==> src/rtl/vga_vram_arbiter_if.sv <==
// Host access bus for the VGA pixel RAM arbiter: request/ack handshake plus read return.
interface vga_vram_arbiter_if #(
    parameter int unsigned ADDR_W = 13,
    parameter int unsigned DATA_W = 9
) ();
    logic              host_req_i;
    logic              host_we_i;
    logic [ADDR_W-1:0] host_addr_i;
    logic [DATA_W-1:0] host_wdata_i;
    logic              host_ack_o;
    logic              host_rvalid_o;
    logic [DATA_W-1:0] host_rdata_o;

    // Host side drives the request, observes ack and read return.
    modport master (
        output host_req_i, host_we_i, host_addr_i, host_wdata_i,
        input  host_ack_o, host_rvalid_o, host_rdata_o
    );

    // Arbiter side.
    modport slave (
        input  host_req_i, host_we_i, host_addr_i, host_wdata_i,
        output host_ack_o, host_rvalid_o, host_rdata_o
    );
endinterface

==> src/rtl/vga_vram_arbiter.sv <==
// Shares a single-port synchronous pixel RAM between VGA scan-out and a host port.
// Display reads take fixed slots; host requests fill the remaining cycles.
// The pixel stream lags the col/row counts by exactly 3 clocks.
module vga_vram_arbiter #(
    parameter int unsigned ACTIVE_COLS = 640,
    parameter int unsigned ACTIVE_ROWS = 480,
    parameter int unsigned PIX_SHIFT   = 3,
    parameter int unsigned ADDR_W      = 13,
    parameter int unsigned DATA_W      = 9
) (
    input  logic              clk_i,
    input  logic              rst_n_i,
    input  logic [9:0]        col_count_i,
    input  logic [9:0]        row_count_i,
    vga_vram_arbiter_if.slave host,
    output logic [ADDR_W-1:0] ram_addr_o,
    output logic              ram_we_o,
    output logic [DATA_W-1:0] ram_wdata_o,
    input  logic [DATA_W-1:0] ram_rdata_i,
    output logic [DATA_W-1:0] pixel_o
);
    localparam int unsigned COLS_C = ACTIVE_COLS >> PIX_SHIFT;
    localparam int unsigned ROWS_C = ACTIVE_ROWS >> PIX_SHIFT;
    localparam int unsigned CELLS  = COLS_C * ROWS_C;

    localparam logic [9:0] ACT_COLS_L = 10'(ACTIVE_COLS);
    localparam logic [9:0] ACT_ROWS_L = 10'(ACTIVE_ROWS);
    // Low column bits that must be zero for a fetch slot; zero mask when PIX_SHIFT is 0.
    localparam logic [9:0] SLOT_MASK  = 10'((1 << PIX_SHIFT) - 1);

    typedef enum logic [1:0] {
        StIdle,
        StDispRd,
        StHostWr,
        StHostRd
    } state_e;

    state_e state_q, state_d;

    logic              disp_active;
    logic              disp_slot;
    logic [31:0]       disp_addr_full;
    logic [ADDR_W-1:0] disp_addr;
    logic              host_oob;
    logic              host_busy;

    logic [ADDR_W-1:0] ram_addr_q, ram_addr_d;
    logic              ram_we_q, ram_we_d;
    logic [DATA_W-1:0] ram_wdata_q, ram_wdata_d;

    logic              host_oob_q;
    logic              rd_pend_q;
    logic              rd_oob_q;
    logic              rvalid_q;
    logic [DATA_W-1:0] rdata_q;

    logic              act1_q, slot1_q, act2_q, slot2_q;
    logic [DATA_W-1:0] pix_q;

    // Decode the display slot and cell address from the current counts.
    always_comb begin
        disp_active    = (col_count_i < ACT_COLS_L) && (row_count_i < ACT_ROWS_L);
        disp_slot      = disp_active && ((col_count_i & SLOT_MASK) == 10'd0);
        disp_addr_full = 32'(row_count_i >> PIX_SHIFT) * COLS_C
                       + 32'(col_count_i >> PIX_SHIFT);
        disp_addr      = disp_addr_full[ADDR_W-1:0];
        host_oob       = 32'(host.host_addr_i) >= CELLS;
        // The ack cycle still sees the same request held high; it must not be served again.
        host_busy      = (state_q == StHostWr) || (state_q == StHostRd);
    end

    // Next state: display slot beats host, host beats idle.
    always_comb begin
        state_d = StIdle;
        if (disp_slot) begin
            state_d = StDispRd;
        end else if (host.host_req_i && !host_busy) begin
            state_d = host.host_we_i ? StHostWr : StHostRd;
        end
    end

    // RAM command for the next cycle; address and data hold when not driven.
    always_comb begin
        ram_addr_d  = ram_addr_q;
        ram_we_d    = 1'b0;
        ram_wdata_d = ram_wdata_q;
        unique case (state_d)
            StDispRd: ram_addr_d = disp_addr;
            StHostWr: begin
                if (!host_oob) begin
                    ram_addr_d  = host.host_addr_i;
                    ram_we_d    = 1'b1;
                    ram_wdata_d = host.host_wdata_i;
                end
            end
            StHostRd: begin
                if (!host_oob) begin
                    ram_addr_d = host.host_addr_i;
                end
            end
            default: ;
        endcase
    end

    // State and registered RAM command.
    always_ff @(posedge clk_i or negedge rst_n_i) begin
        if (!rst_n_i) begin
            state_q     <= StIdle;
            ram_addr_q  <= '0;
            ram_we_q    <= 1'b0;
            ram_wdata_q <= '0;
            host_oob_q  <= 1'b0;
        end else begin
            state_q     <= state_d;
            ram_addr_q  <= ram_addr_d;
            ram_we_q    <= ram_we_d;
            ram_wdata_q <= ram_wdata_d;
            host_oob_q  <= host_oob;
        end
    end

    // Host read return: capture RAM data one cycle after the access, out-of-range reads give 0.
    always_ff @(posedge clk_i or negedge rst_n_i) begin
        if (!rst_n_i) begin
            rd_pend_q <= 1'b0;
            rd_oob_q  <= 1'b0;
            rvalid_q  <= 1'b0;
            rdata_q   <= '0;
        end else begin
            rd_pend_q <= (state_q == StHostRd);
            rd_oob_q  <= host_oob_q;
            rvalid_q  <= rd_pend_q;
            if (rd_pend_q) begin
                rdata_q <= rd_oob_q ? '0 : ram_rdata_i;
            end
        end
    end

    // Display pipeline: flags travel alongside the RAM access; pixel holds between slots.
    always_ff @(posedge clk_i or negedge rst_n_i) begin
        if (!rst_n_i) begin
            act1_q  <= 1'b0;
            slot1_q <= 1'b0;
            act2_q  <= 1'b0;
            slot2_q <= 1'b0;
            pix_q   <= '0;
        end else begin
            act1_q  <= disp_active;
            slot1_q <= disp_slot;
            act2_q  <= act1_q;
            slot2_q <= slot1_q;
            if (!act2_q) begin
                pix_q <= '0;
            end else if (slot2_q) begin
                pix_q <= ram_rdata_i;
            end
        end
    end

    assign ram_addr_o         = ram_addr_q;
    assign ram_we_o           = ram_we_q;
    assign ram_wdata_o        = ram_wdata_q;
    assign pixel_o            = pix_q;
    assign host.host_ack_o    = host_busy;
    assign host.host_rvalid_o = rvalid_q;
    assign host.host_rdata_o  = rdata_q;
endmodule

==> src/flat_wrapper.sv <==
// flat-port wrapper written by rule: the top's interface ports become plain ports
module vga_vram_arbiter_flat 
#(
    parameter int unsigned ACTIVE_COLS = 640,
    parameter int unsigned ACTIVE_ROWS = 480,
    parameter int unsigned PIX_SHIFT   = 3,
    parameter int unsigned ADDR_W      = 13,
    parameter int unsigned DATA_W      = 9
)
  (clk_i, rst_n_i, col_count_i, row_count_i, ram_addr_o, ram_we_o, ram_wdata_o, ram_rdata_i, pixel_o, host_host_req_i, host_host_we_i, host_host_addr_i, host_host_wdata_i, host_host_ack_o, host_host_rvalid_o, host_host_rdata_o);
  vga_vram_arbiter_if #(.ADDR_W(ADDR_W), .DATA_W(DATA_W)) host_i ();
  input  logic clk_i;
  input  logic rst_n_i;
  input  logic [9:0] col_count_i;
  input  logic [9:0] row_count_i;
  output logic [ADDR_W-1:0] ram_addr_o;
  output logic ram_we_o;
  output logic [DATA_W-1:0] ram_wdata_o;
  input  logic [DATA_W-1:0] ram_rdata_i;
  output logic [DATA_W-1:0] pixel_o;
  input wire logic [$bits(host_i.host_req_i)-1:0] host_host_req_i;
  input wire logic [$bits(host_i.host_we_i)-1:0] host_host_we_i;
  input wire logic [$bits(host_i.host_addr_i)-1:0] host_host_addr_i;
  input wire logic [$bits(host_i.host_wdata_i)-1:0] host_host_wdata_i;
  output wire logic [$bits(host_i.host_ack_o)-1:0] host_host_ack_o;
  output wire logic [$bits(host_i.host_rvalid_o)-1:0] host_host_rvalid_o;
  output wire logic [$bits(host_i.host_rdata_o)-1:0] host_host_rdata_o;
  assign host_i.host_req_i = host_host_req_i;
  assign host_i.host_we_i = host_host_we_i;
  assign host_i.host_addr_i = host_host_addr_i;
  assign host_i.host_wdata_i = host_host_wdata_i;
  assign host_host_ack_o = host_i.host_ack_o;
  assign host_host_rvalid_o = host_i.host_rvalid_o;
  assign host_host_rdata_o = host_i.host_rdata_o;
  vga_vram_arbiter #(.ACTIVE_COLS(ACTIVE_COLS), .ACTIVE_ROWS(ACTIVE_ROWS), .PIX_SHIFT(PIX_SHIFT), .ADDR_W(ADDR_W), .DATA_W(DATA_W)) u_core (.clk_i(clk_i), .rst_n_i(rst_n_i), .col_count_i(col_count_i), .row_count_i(row_count_i), .host(host_i), .ram_addr_o(ram_addr_o), .ram_we_o(ram_we_o), .ram_wdata_o(ram_wdata_o), .ram_rdata_i(ram_rdata_i), .pixel_o(pixel_o));
endmodule
==> config.mk <==
export PLATFORM = sky130hd
export DESIGN_NAME = vga_vram_arbiter_flat
export DESIGN_NICKNAME = d
export VERILOG_FILES = /design/src/rtl/vga_vram_arbiter_if.sv /design/src/rtl/vga_vram_arbiter.sv /design/src/flat_wrapper.sv
export SDC_FILE = /design/constraint.sdc
export NUM_CORES = 1
export LEC_CHECK = 0
export ABC_AREA = 1
export CORE_MARGIN = 2
export CORE_UTILIZATION = 30
export CTS_BUF_LIST = sky130_fd_sc_hd__clkbuf_8
export CTS_CLUSTER_SIZE = 16
export DETAILED_ROUTE_END_ITERATION = 16
export PLACE_DENSITY = 0.65
export SETUP_SLACK_MARGIN = 0.5
export SYNTH_ARGS = -nofsm -noshare
export SYNTH_HDL_FRONTEND = slang
export SYNTH_SLANG_ARGS = --single-unit
==> constraint.sdc <==
create_clock -name clk_i -period 3.4 [get_ports clk_i]
set_input_delay 0.68 -clock clk_i [delete_from_list [all_inputs] [get_ports clk_i]]
set_output_delay 0.68 -clock clk_i [all_outputs]
set_load 0.01 [all_outputs]
==> results of run 1 <==
## per-stage QoR
step	instances	setup WS (ns)
3_3_place_gp	487	0.259
4_1_cts	494	0.546
3_5_place_dp	487	0.217
5_1_grt	494	0.546
6_report	494	0.730
2_1_floorplan	294	0.897
## power breakdown
part           internal, W  total (W)  leakage [nW]  switching, W
clock             0.000215   0.000407        0.0502      0.000192
sequential        0.000705   0.000760         0.648     0.0000548
combinational     0.000307   0.000563          1.09      0.000256
total              0.00123    0.00173          1.79      0.000503
## state kept, by name, indices dropped and copies added (netlist names)
name / flops
u_core.act1_q: 1
u_core.act2_q: 1
u_core.host.host_rdata_o: 9
u_core.host.host_rvalid_o: 1
u_core.host_oob_q: 1
u_core.pixel_o: 9
u_core.ram_addr_o: 13
u_core.ram_wdata_o: 9
u_core.ram_we_o: 1
u_core.rd_oob_q: 1
u_core.rd_pend_q: 1
u_core.slot1_q: 1
u_core.slot2_q: 1
u_core.state_q: 2
## cell type report
type                            instances  area (µm²)  area share
Clock buffer                            5        68.8      0.0187
Clock inverter                          2        37.5      0.0102
Inverter                               40         153      0.0414
Multi-Input combinational cell        196        1070       0.290
Sequential cell                        51        1280       0.346
Tap cell                              105         131      0.0357
Timing Repair Buffer                   95         948       0.257
## how the worst max path moves through the flow
stage	from	endpoint	slack (ns)
6_report	row_count_i[5]	u_core.ram_addr_o[11]	0.73
3_5_place_dp	row_count_i[4]	u_core.ram_addr_o[12]	0.22
3_3_place_gp	row_count_i[4]	u_core.ram_addr_o[12]	0.26
4_1_cts	row_count_i[4]	u_core.ram_addr_o[12]	0.55
5_1_grt	row_count_i[5]	u_core.ram_addr_o[12]	0.55
2_1_floorplan	row_count_i[4]	u_core.ram_addr_o[12]	0.90
## routing by layer
metal	up-vias	share of wire	routed length, µm
met5	-	0	0
met4	0	0.017	106
met3	10	0.081	490
met2	86	0.46	2770
met1	1018	0.44	2700
li1	1134	-	-
## cell families after synthesis
family,Yosys count
AOI/OAI and AO/OA,46
adders and majority gates,15
buffers and inverters,47
xor gates and xnor gates,3
and+or+nand+nor,132
DFF,51
## cells in the final DEF (no fill, tap or decap), drive strengths merged
cell type,Yosys,layout
a21oi,5,5
ha,13,13
o211ai,1,1
xnor2,2,2
xor2,1,1
nand2,90,90
dfrtp,51,51
nand4,5,5
clkinvlp,0,1
o22ai,9,9
bufinv,0,1
nand3,18,18
o21ai,25,25
clkinv,1,1
nor2,17,17
a31oi,6,6
inv,39,39
buf,4,2
clkbuf,3,5
dlymetal6s2s,0,2
fa,2,2
nand3b,1,1
nor3,1,1
clkdlybuf4s50,0,91
## what timing repair did
action                     4_1_cts  5_1_grt
hold endpoints to repair         0        0
setup endpoints to repair        0        3
gates resized for setup          0        4
==> metrics.txt, run 1 <==
outcome=finished clean; post-route minimum period=2.67 ns; overall die height=96.2 µm; xor and xnor fraction of the mapped netlist area=0.0103; CP top delay family=adder cells; dominant cell type by count on the critical path=nand2_1; length in cells of the worst reg-to-reg path=7; first-pass GRT wire length=9870 µm; Area contributors post-synth=dfrtp_1 (50%), nand2_1 (13%), ha_1 (6.4%), inv_1 (5.3%), nand3_1 (3.5%); deepest clock path buffer count=2; Critical Path Start Type=primary input; count of flip-flops with a built-in enable after synthesis=0; simple-gate share of the synthesized area=0.223; kind of critical path=in2reg; r2r setup slk=1.75 ns; fill cell total of the finished layout=816; setup-violating endpoint count in the final report=0; clock-pin transition on the worst setup and hold timing paths=0.09 ns; aggregate global routing overflow=0; critical path's slowest cell=fa_1; die outline width=96.2 µm; commonest register cell after synthesis=dfrtp_1; post-synthesis mux area share=0; max-cap check violation count=0; flops & latches, synth=51; number of nets in the layout=459; HPWL reported at the end of detailed placement=4800 µm; most repeated cell in the gate-level netlist after synthesis=nand2_1; number of primary I/O pins=98; total DRC errors in the routed layout=0; top fanout value on the critical path=3; sink of the worst hold path=u_core.rd_oob_q; hold_sp=u_core.host_oob_q; slew margin rel.=0.511; aggregate negative setup slack=0 ns; GRT Overall Usage=0.136; routability-driven placement congestion ratio=0.846; CP cell instances=clkdlybuf4s50_1, ha_1, ha_1, fa_1, nand2_1, inv_1, nand3_1, inv_1, nand2_1, nor2_1, nor2_1, nor2_1, nand2_1, nand2_1, nand2_1; via count=2,248; endpoint of the worst-slack reg-to-reg timing path=u_core.ram_addr_o[12]; largest stage delay on the critical path=0.52 ns; count of antenna diodes in the layout=0; number of buffers inserted by hold repair at cts=0; area leader, netlist=dfrtp_1; Total Power=0.00173 W; complex-gate fraction of the synthesized area=0.105; reg2reg start=u_core.state_q[1]; f_max=374 MHz; area growth from synthesis to final layout=44.6%; Mapped Cells=294; Post-Synth Adder-Cell Area=0.0795; number of global-route vias before repair=2,114; antenna viol nets, final=0; crit path buf inv count=3; effective utilization at floorplan=0.310; largest net degree at the start of global routing=34; Post-Route Utilization=0.448; area of all placed cells without fillers=0.00368 mm²; worst endpoint required time=3.60 ns; largest family of logic cells by synthesized area=simple AND/OR/NAND/NOR gates; clock root buffer=clkbuf_8; power per unit of standard cell area=470 mW/mm²; placeable core region=0.00822 mm²; total number of cells along the worst setup path=15; insertion delay of the later-clocked pin in the worst-skew pair=0.30 ns; actual slew at the worst max-slew pin=0.733 ns; fraction of registers with async set or reset after synthesis=1.00; number of clock buffers inserted by TritonCTS=5; number of warnings issued by yosys=0; die area=0.00925 mm²; hold violation total from the final report=0; clock tree from TritonCTS=done; number of distinct library cells after synthesis=31; post-synthesis instance area=0.00255 mm²; number of levels the H-tree was split into=2; class of the tightest hold or removal check=reg2reg; # Post-CTS Setup Buffers=0; met3 capacity usage during global routing=0.0337; RSZ-0062 raised after global routing=false; sequential share of the synthesized area=0.501; Port-buffer cells=94; number of clock sinks seen by CTS=51; aggregate routed wire length=6070 µm; global-route track usage on met1=0.179; initial antenna violation count=0; WL per Instance=12.3 µm; Vias/cell=4.55; Initial DRT Pass Iterations=4; arrival time worst endpoint=2.87 ns; Global Route met2 Usage=0.222; Post-DP Area=0.00357 mm²; average size of a mapped cell=8.67 µm²; worst hold slack=0.352 ns; leakage power of the design=1.79 nW; iteration-0 DRC count of the detailed router=47; Syn Nets=364; most frequent cells after synthesis=nand2_1 (87), dfrtp_1 (51), inv_1 (36); busiest grt layer=met2; Layout Skew=0.00251 ns; Placement Rows=33; maximum VDD drop=0.000179 V; fraction of layout instances using a drive strength above 1=0.0540; Period Utilization, post-route=0.785; top cell type's share of synthesized area=0.501; number of stages on the worst hold path=0; Pins Over Slew Limit=0; kind of end point of the critical path=flip-flop
No activity file was read; power rests on OpenSTA's default activity.
==> inputs of run 2 (changes only) <==
Settings changed: PLACE_DENSITY 0.65 to 0.68.
Clock period 3.4 ns to 2.3 ns, I/O delays scaled along.
==> run 2 against run 1 <==
Sequential cell count unchanged. Clock power up 46%. Hold slack worse by 0.084 ns. Combinational power up 71%. Largest power group unchanged.
==> metrics.txt, run 2 (synthesis results as in run 1) <==
Period Utilization, post-route=0.883; iteration-0 DRC count of the detailed router=70; Pins Over Slew Limit=0; aggregate global routing overflow=0; effective utilization at floorplan=0.310; Placement Rows=33; internal power of the cells=0.00190 W; power per unit of standard cell area=662 mW/mm²; die outline width=96.2 µm; count of antenna diodes in the layout=0; Critical Path Start Type=primary input; clock-pin transition on the worst setup and hold timing paths=0.09 ns; part of the power in combinational logic=0.359; CP cell instances=buf_8, ha_4, ha_4, fa_1, nand2_1, inv_2, nand3_4, nor2_2, nand3_2, o21ai_1, nand3_1, nand2_1, nand2_1; Post-DP Area=0.00371 mm²; number of clock sinks seen by CTS=51; placeable core region=0.00822 mm²; kind of end point of the critical path=flip-flop; area growth from synthesis to final layout=59.4%; deepest clock path buffer count=2; insertion delay of the later-clocked pin in the worst-skew pair=0.30 ns; switching power=0.000790 W; crit path buf inv count=2; number of nets in the layout=483; Initial DRT Pass Iterations=4; Total Power=0.00269 W; portion of total power attributed to sequential cells=0.419; GRT Overall Usage=0.142; leakage power of the design=1.92 nW; slew margin rel.=0.584; number of levels the H-tree was split into=2; area of all placed cells without fillers=0.00406 mm²; actual slew at the worst max-slew pin=0.624 ns; via count=2,378; worst hold slack=0.267 ns; number of flip-flops under the largest register name=13; f_max=492 MHz; WL per Instance=12.7 µm; kind of critical path=in2reg; first-pass GRT wire length=10,300 µm; aggregate negative setup slack=0 ns; aggregate routed wire length=6590 µm; hold violation total from the final report=0; maximum VDD drop=0.000259 V; number of global-route vias before repair=2,289; share of total power consumed by net switching=0.294; HPWL reported at the end of detailed placement=4810 µm; RSZ-0062 raised after global routing=true; CP top delay family=adder cells; most common cell after layout, fill and taps aside=clkdlybuf4s50_1; largest stage delay on the critical path=0.52 ns; antenna viol nets, final=0; post-route minimum period=2.03 ns; outcome=finished clean; die area=0.00925 mm²; largest net degree at the start of global routing=52; class of the tightest hold or removal check=in2async; initial antenna violation count=0; worst endpoint required time=2.49 ns; dominant cell type by count on the critical path=nand2_1; Clk network pwr share=0.222; max-cap check violation count=0; top fanout value on the critical path=3; clock tree from TritonCTS=done; Vias/cell=4.59; critical path's slowest cell=fa_1; overall die height=96.2 µm; number of primary I/O pins=98; Layout Skew=0.00877 ns; total DRC errors in the routed layout=0; arrival time worst endpoint=2.22 ns; most frequent cells in the layout=clkdlybuf4s50_1 (83), nand2_1 (82), dfrtp_1 (51); Port-buffer cells=94; number of clock buffers inserted by TritonCTS=5; clock root buffer=clkbuf_8; Post-Route Utilization=0.494; setup-violating endpoint count in the final report=0; routability-driven placement congestion ratio=0.864; fraction of layout instances using a drive strength above 1=0.184
run 2: cell types whose count changed in the layout (fill, tap and decap cells not counted), sizes merged:
| cell | change |
|---|---|
| nand2 | +1 |
| clkinvlp | +2 |
| dlygate4sd2 | +3 |
| clkdlybuf4s50 | -8 |
| buf | +26 |
run 2: per-stage QoR:
step / worst slack (ns) / instances
floorplan: 0.143 / 294
global placement: -0.424 / 501
detailed placement: -0.460 / 501
CTS: 0.298 / 510
global route: 0.179 / 518
finish: 0.269 / 518
run 2: routing by layer:
| metal | routed length [µm] | track usage | vias to the layer above | share of wire |
|---|---|---|---|---|
| li1 | - | - | 1187 | - |
| met1 | 2820 | 0.180 | 1094 | 0.43 |
| met2 | 3190 | 0.236 | 86 | 0.48 |
| met3 | 451 | 0.0368 | 11 | 0.068 |
| met4 | 125 | 0.0452 | 0 | 0.019 |
| met5 | 0 | 0 | - | 0 |
run 2: layout make-up:
cell class | instances | area, µm²
Fill cell | 764 | 4160
Sequential cell | 51 | 1280
Multi-Input combinational cell | 197 | 1270
Timing Repair Buffer | 116 | 1100
Inverter | 40 | 161
Tap cell | 105 | 131
Clock buffer | 5 | 68.8
Clock inverter | 2 | 37.5
Timing Repair inverter | 2 | 11.3
run 2: timing repair:
action,in CTS,in global routing
pin swaps,21,14
gates cloned,0,3
hold buffers,0,0
setup endpoints to repair,17,18
resized for setup,41,25
setup buffers,2,5
run 2: worst reg2reg max path, cell delays in order, from the launching register on:
cell and delay [ns]:
dfrtp_1 0.43, nor2_4 0.19, inv_1 0.10, o21ai_4 0.24, clkinvlp_2 0.28, nand2_1 0.11, nand2_1 0.05
run 2: worst paths after layout:
path                                    from               endpoint  slack [ns]  cells after the start
setup / recovery              row_count_i[6]  u_core.ram_addr_o[12]        0.27                     13
hold / removal                       rst_n_i  u_core.ram_wdata_o[1]        0.27                      2
setup reg to reg           u_core.state_q[1]  u_core.ram_addr_o[10]        0.79                      6
hold reg to reg               u_core.slot1_q         u_core.slot2_q        0.34                      0
max in group asynchronous            rst_n_i          u_core.act1_q        1.62                      2
min in group clk_i            u_core.slot1_q         u_core.slot2_q        0.34                      0
run 2: power by group through the flow:
| stage | logic [W] | clock network [W] | registers, W |
|---|---|---|---|
| CTS | 0.000910 | 0.000622 | 0.00113 |
| floorplan | 0.000323 | 0 | 0.00120 |
| global route | 0.00106 | 0.000646 | 0.00115 |
| finish | 0.000965 | 0.000596 | 0.00113 |
| global placement | 0.000864 | 0 | 0.00114 |
| detailed placement | 0.000872 | 0 | 0.00115 |
==> inputs of run 3 (changes only) <==
Settings changed: ABC_CLOCK_PERIOD_IN_PS set to 2300, CORE_UTILIZATION 30 to 50, DONT_BUFFER_PORTS set to 1, PLACE_DENSITY 0.68 to 0.75.
==> run 3 against run 2 <==
Critical path depth is 1 higher. Cell count shrank 29%. Global-route usage is 4.2 points higher. Non-clock buffer count fell by 111. Via count shrank 17%. Combinational power decreased by 58%. Register-to-register slack better by 0.07 ns.
==> metrics.txt, run 3 (synthesis results as in run 1) <==
storage element area=0.00128 mm²; number of levels the H-tree was split into=2; clock root buffer=clkbuf_8; die outline width=75.4 µm; clock tree from TritonCTS=done; GRT Overall Usage=0.184; Multi-input gate area=0.00112 mm²; max-cap check violation count=0; Initial DRT Pass Iterations=4; total DRC errors in the routed layout=0; placeable core region=0.00482 mm²; Placement Rows=25; number of global-route vias before repair=1,798; part of the power in combinational logic=0.181; HPWL reported at the end of detailed placement=3880 µm; number of nets in the layout=369; top fanout value on the critical path=3; kind of critical path=in2reg; initial antenna violation count=0; aggregate routed wire length=5240 µm; Cells after DPL=354; hold violation total from the final report=0; length in cells of the worst reg-to-reg path=7; aggregate global routing overflow=0; RSZ-0062 raised after global routing=true; actual slew at the worst max-slew pin=0.380 ns; outcome=finished clean; power per unit of standard cell area=795 mW/mm²; portion of total power attributed to sequential cells=0.550; fraction of layout instances using a drive strength above 1=0.107; Critical Path Start Type=primary input; worst hold slack=0.000643 ns; clock-pin transition on the worst setup and hold timing paths=0.09 ns; Layout Skew=0.00829 ns; WL per Instance=14.3 µm; share of total power consumed by net switching=0.311; number of primary I/O pins=98; most frequent cells in the layout=nand2_1 (87), dfrtp_1 (51), inv_1 (35); number of clock sinks seen by CTS=51; via count=1,967; Pins Over Slew Limit=0; overall die height=75.4 µm; Vias/cell=5.37; switching power=0.000691 W; class of the tightest hold or removal check=in2async; iteration-0 DRC count of the detailed router=87; fill cell total of the finished layout=440; f_max=527 MHz; worst endpoint required time=2.49 ns; Clk network pwr share=0.269; final non-filler cell total=366; arrival time worst endpoint=2.09 ns; post-route minimum period=1.90 ns; leakage power of the design=1.44 nW; antenna viol nets, final=0; number of flip-flops under the largest register name=13; routability-driven placement congestion ratio=0.829; die area=0.00568 mm²; deepest clock path buffer count=2; largest net degree at the start of global routing=52; internal power of the cells=0.00153 W; most common cell after layout, fill and taps aside=nand2_1; maximum VDD drop=0.000544 V; slew margin rel.=0.747; Period Utilization, post-route=0.825; number of clock buffers inserted by TritonCTS=5; area growth from synthesis to final layout=9.72%; setup-violating endpoint count in the final report=0; count of antenna diodes in the layout=0; aggregate negative setup slack=0 ns; Port-buffer cells=0; insertion delay of the later-clocked pin in the worst-skew pair=0.30 ns; first-pass GRT wire length=7890 µm; effective utilization at floorplan=0.529; kind of end point of the critical path=flip-flop
## run 3: repair_timing
| item | CTS | global route |
|---|---|---|
| setup buffers | 2 | 2 |
| gates resized for setup | 2 | 3 |
| setup endpoints to repair | 4 | 6 |
| pin swaps | 7 | 3 |
| endpoints found under the hold margin | 51 | 0 |
| hold buffers | 1 | 0 |
## run 3: cell type report
cell class | instances | share of cell area
repair buffers | 5 | 0.0206
clock inverters | 2 | 0.0134
well taps | 67 | 0.0300
multi-input cells | 196 | 0.400
flip-flops and latches | 51 | 0.456
clock buffers | 5 | 0.0246
inverters | 40 | 0.0546
## run 3: per-layer routing
layer | wire, µm | vias to the layer above | global-route usage
met2 | 2460 | 74 | 0.291
met5 | 0 | - | 0
met3 | 477 | 7 | 0.0622
li1 | - | 958 | -
met1 | 2230 | 928 | 0.241
met4 | 70 | 0 | 0.0546
## run 3: stage by stage
step / utilization / cell area, µm² / setup WS [ns] / power [W]
after floorplan: - / 2580 / 0.143 / 0.00152
after global placement: 0.542 / 2610 / 0.0548 / 0.00159
after detailed placement: 0.542 / 2610 / 0.0110 / 0.00161
after CTS: 0.575 / 2770 / 0.394 / 0.00223
after global routing: 0.581 / 2800 / 0.313 / 0.00236
final: 0.581 / 2800 / 0.402 / 0.00222
## run 3: final timing paths
| path | start | to | slack (ns) |
|---|---|---|---|
| setup reg to reg | u_core.state_q[1] | u_core.ram_wdata_o[6] | 0.86 |
| max in group asynchronous | rst_n_i | u_core.ram_addr_o[2] | 2.09 |
| setup / recovery | row_count_i[4] | u_core.ram_addr_o[11] | 0.40 |
| hold / removal | rst_n_i | u_core.pixel_o[4] | 0.0006 |
| min in group clk_i | host_host_wdata_i[3] | u_core.ram_wdata_o[3] | 0.26 |
| hold reg to reg | u_core.slot1_q | u_core.slot2_q | 0.34 |
## run 3: power by group through the flow
stage	logic (W)	registers, W	clock network, W
floorplan	0.000323	0.00120	0
global placement	0.000350	0.00124	0
detailed placement	0.000366	0.00124	0
CTS	0.000399	0.00122	0.000608
global route	0.000465	0.00124	0.000654
finish	0.000402	0.00122	0.000599
## run 3: critical path: stages
cell and delay [ns]:
ha_4 0.22, ha_4 0.16, fa_1 0.51, nand2_1 0.07, inv_2 0.06, nand3_2 0.08
inv_1 0.07, nand2_1 0.06, nor2_1 0.12, nor2_1 0.06, nor2_1 0.09, nand2_1 0.05
nand2_1 0.05, nand2_1 0.04
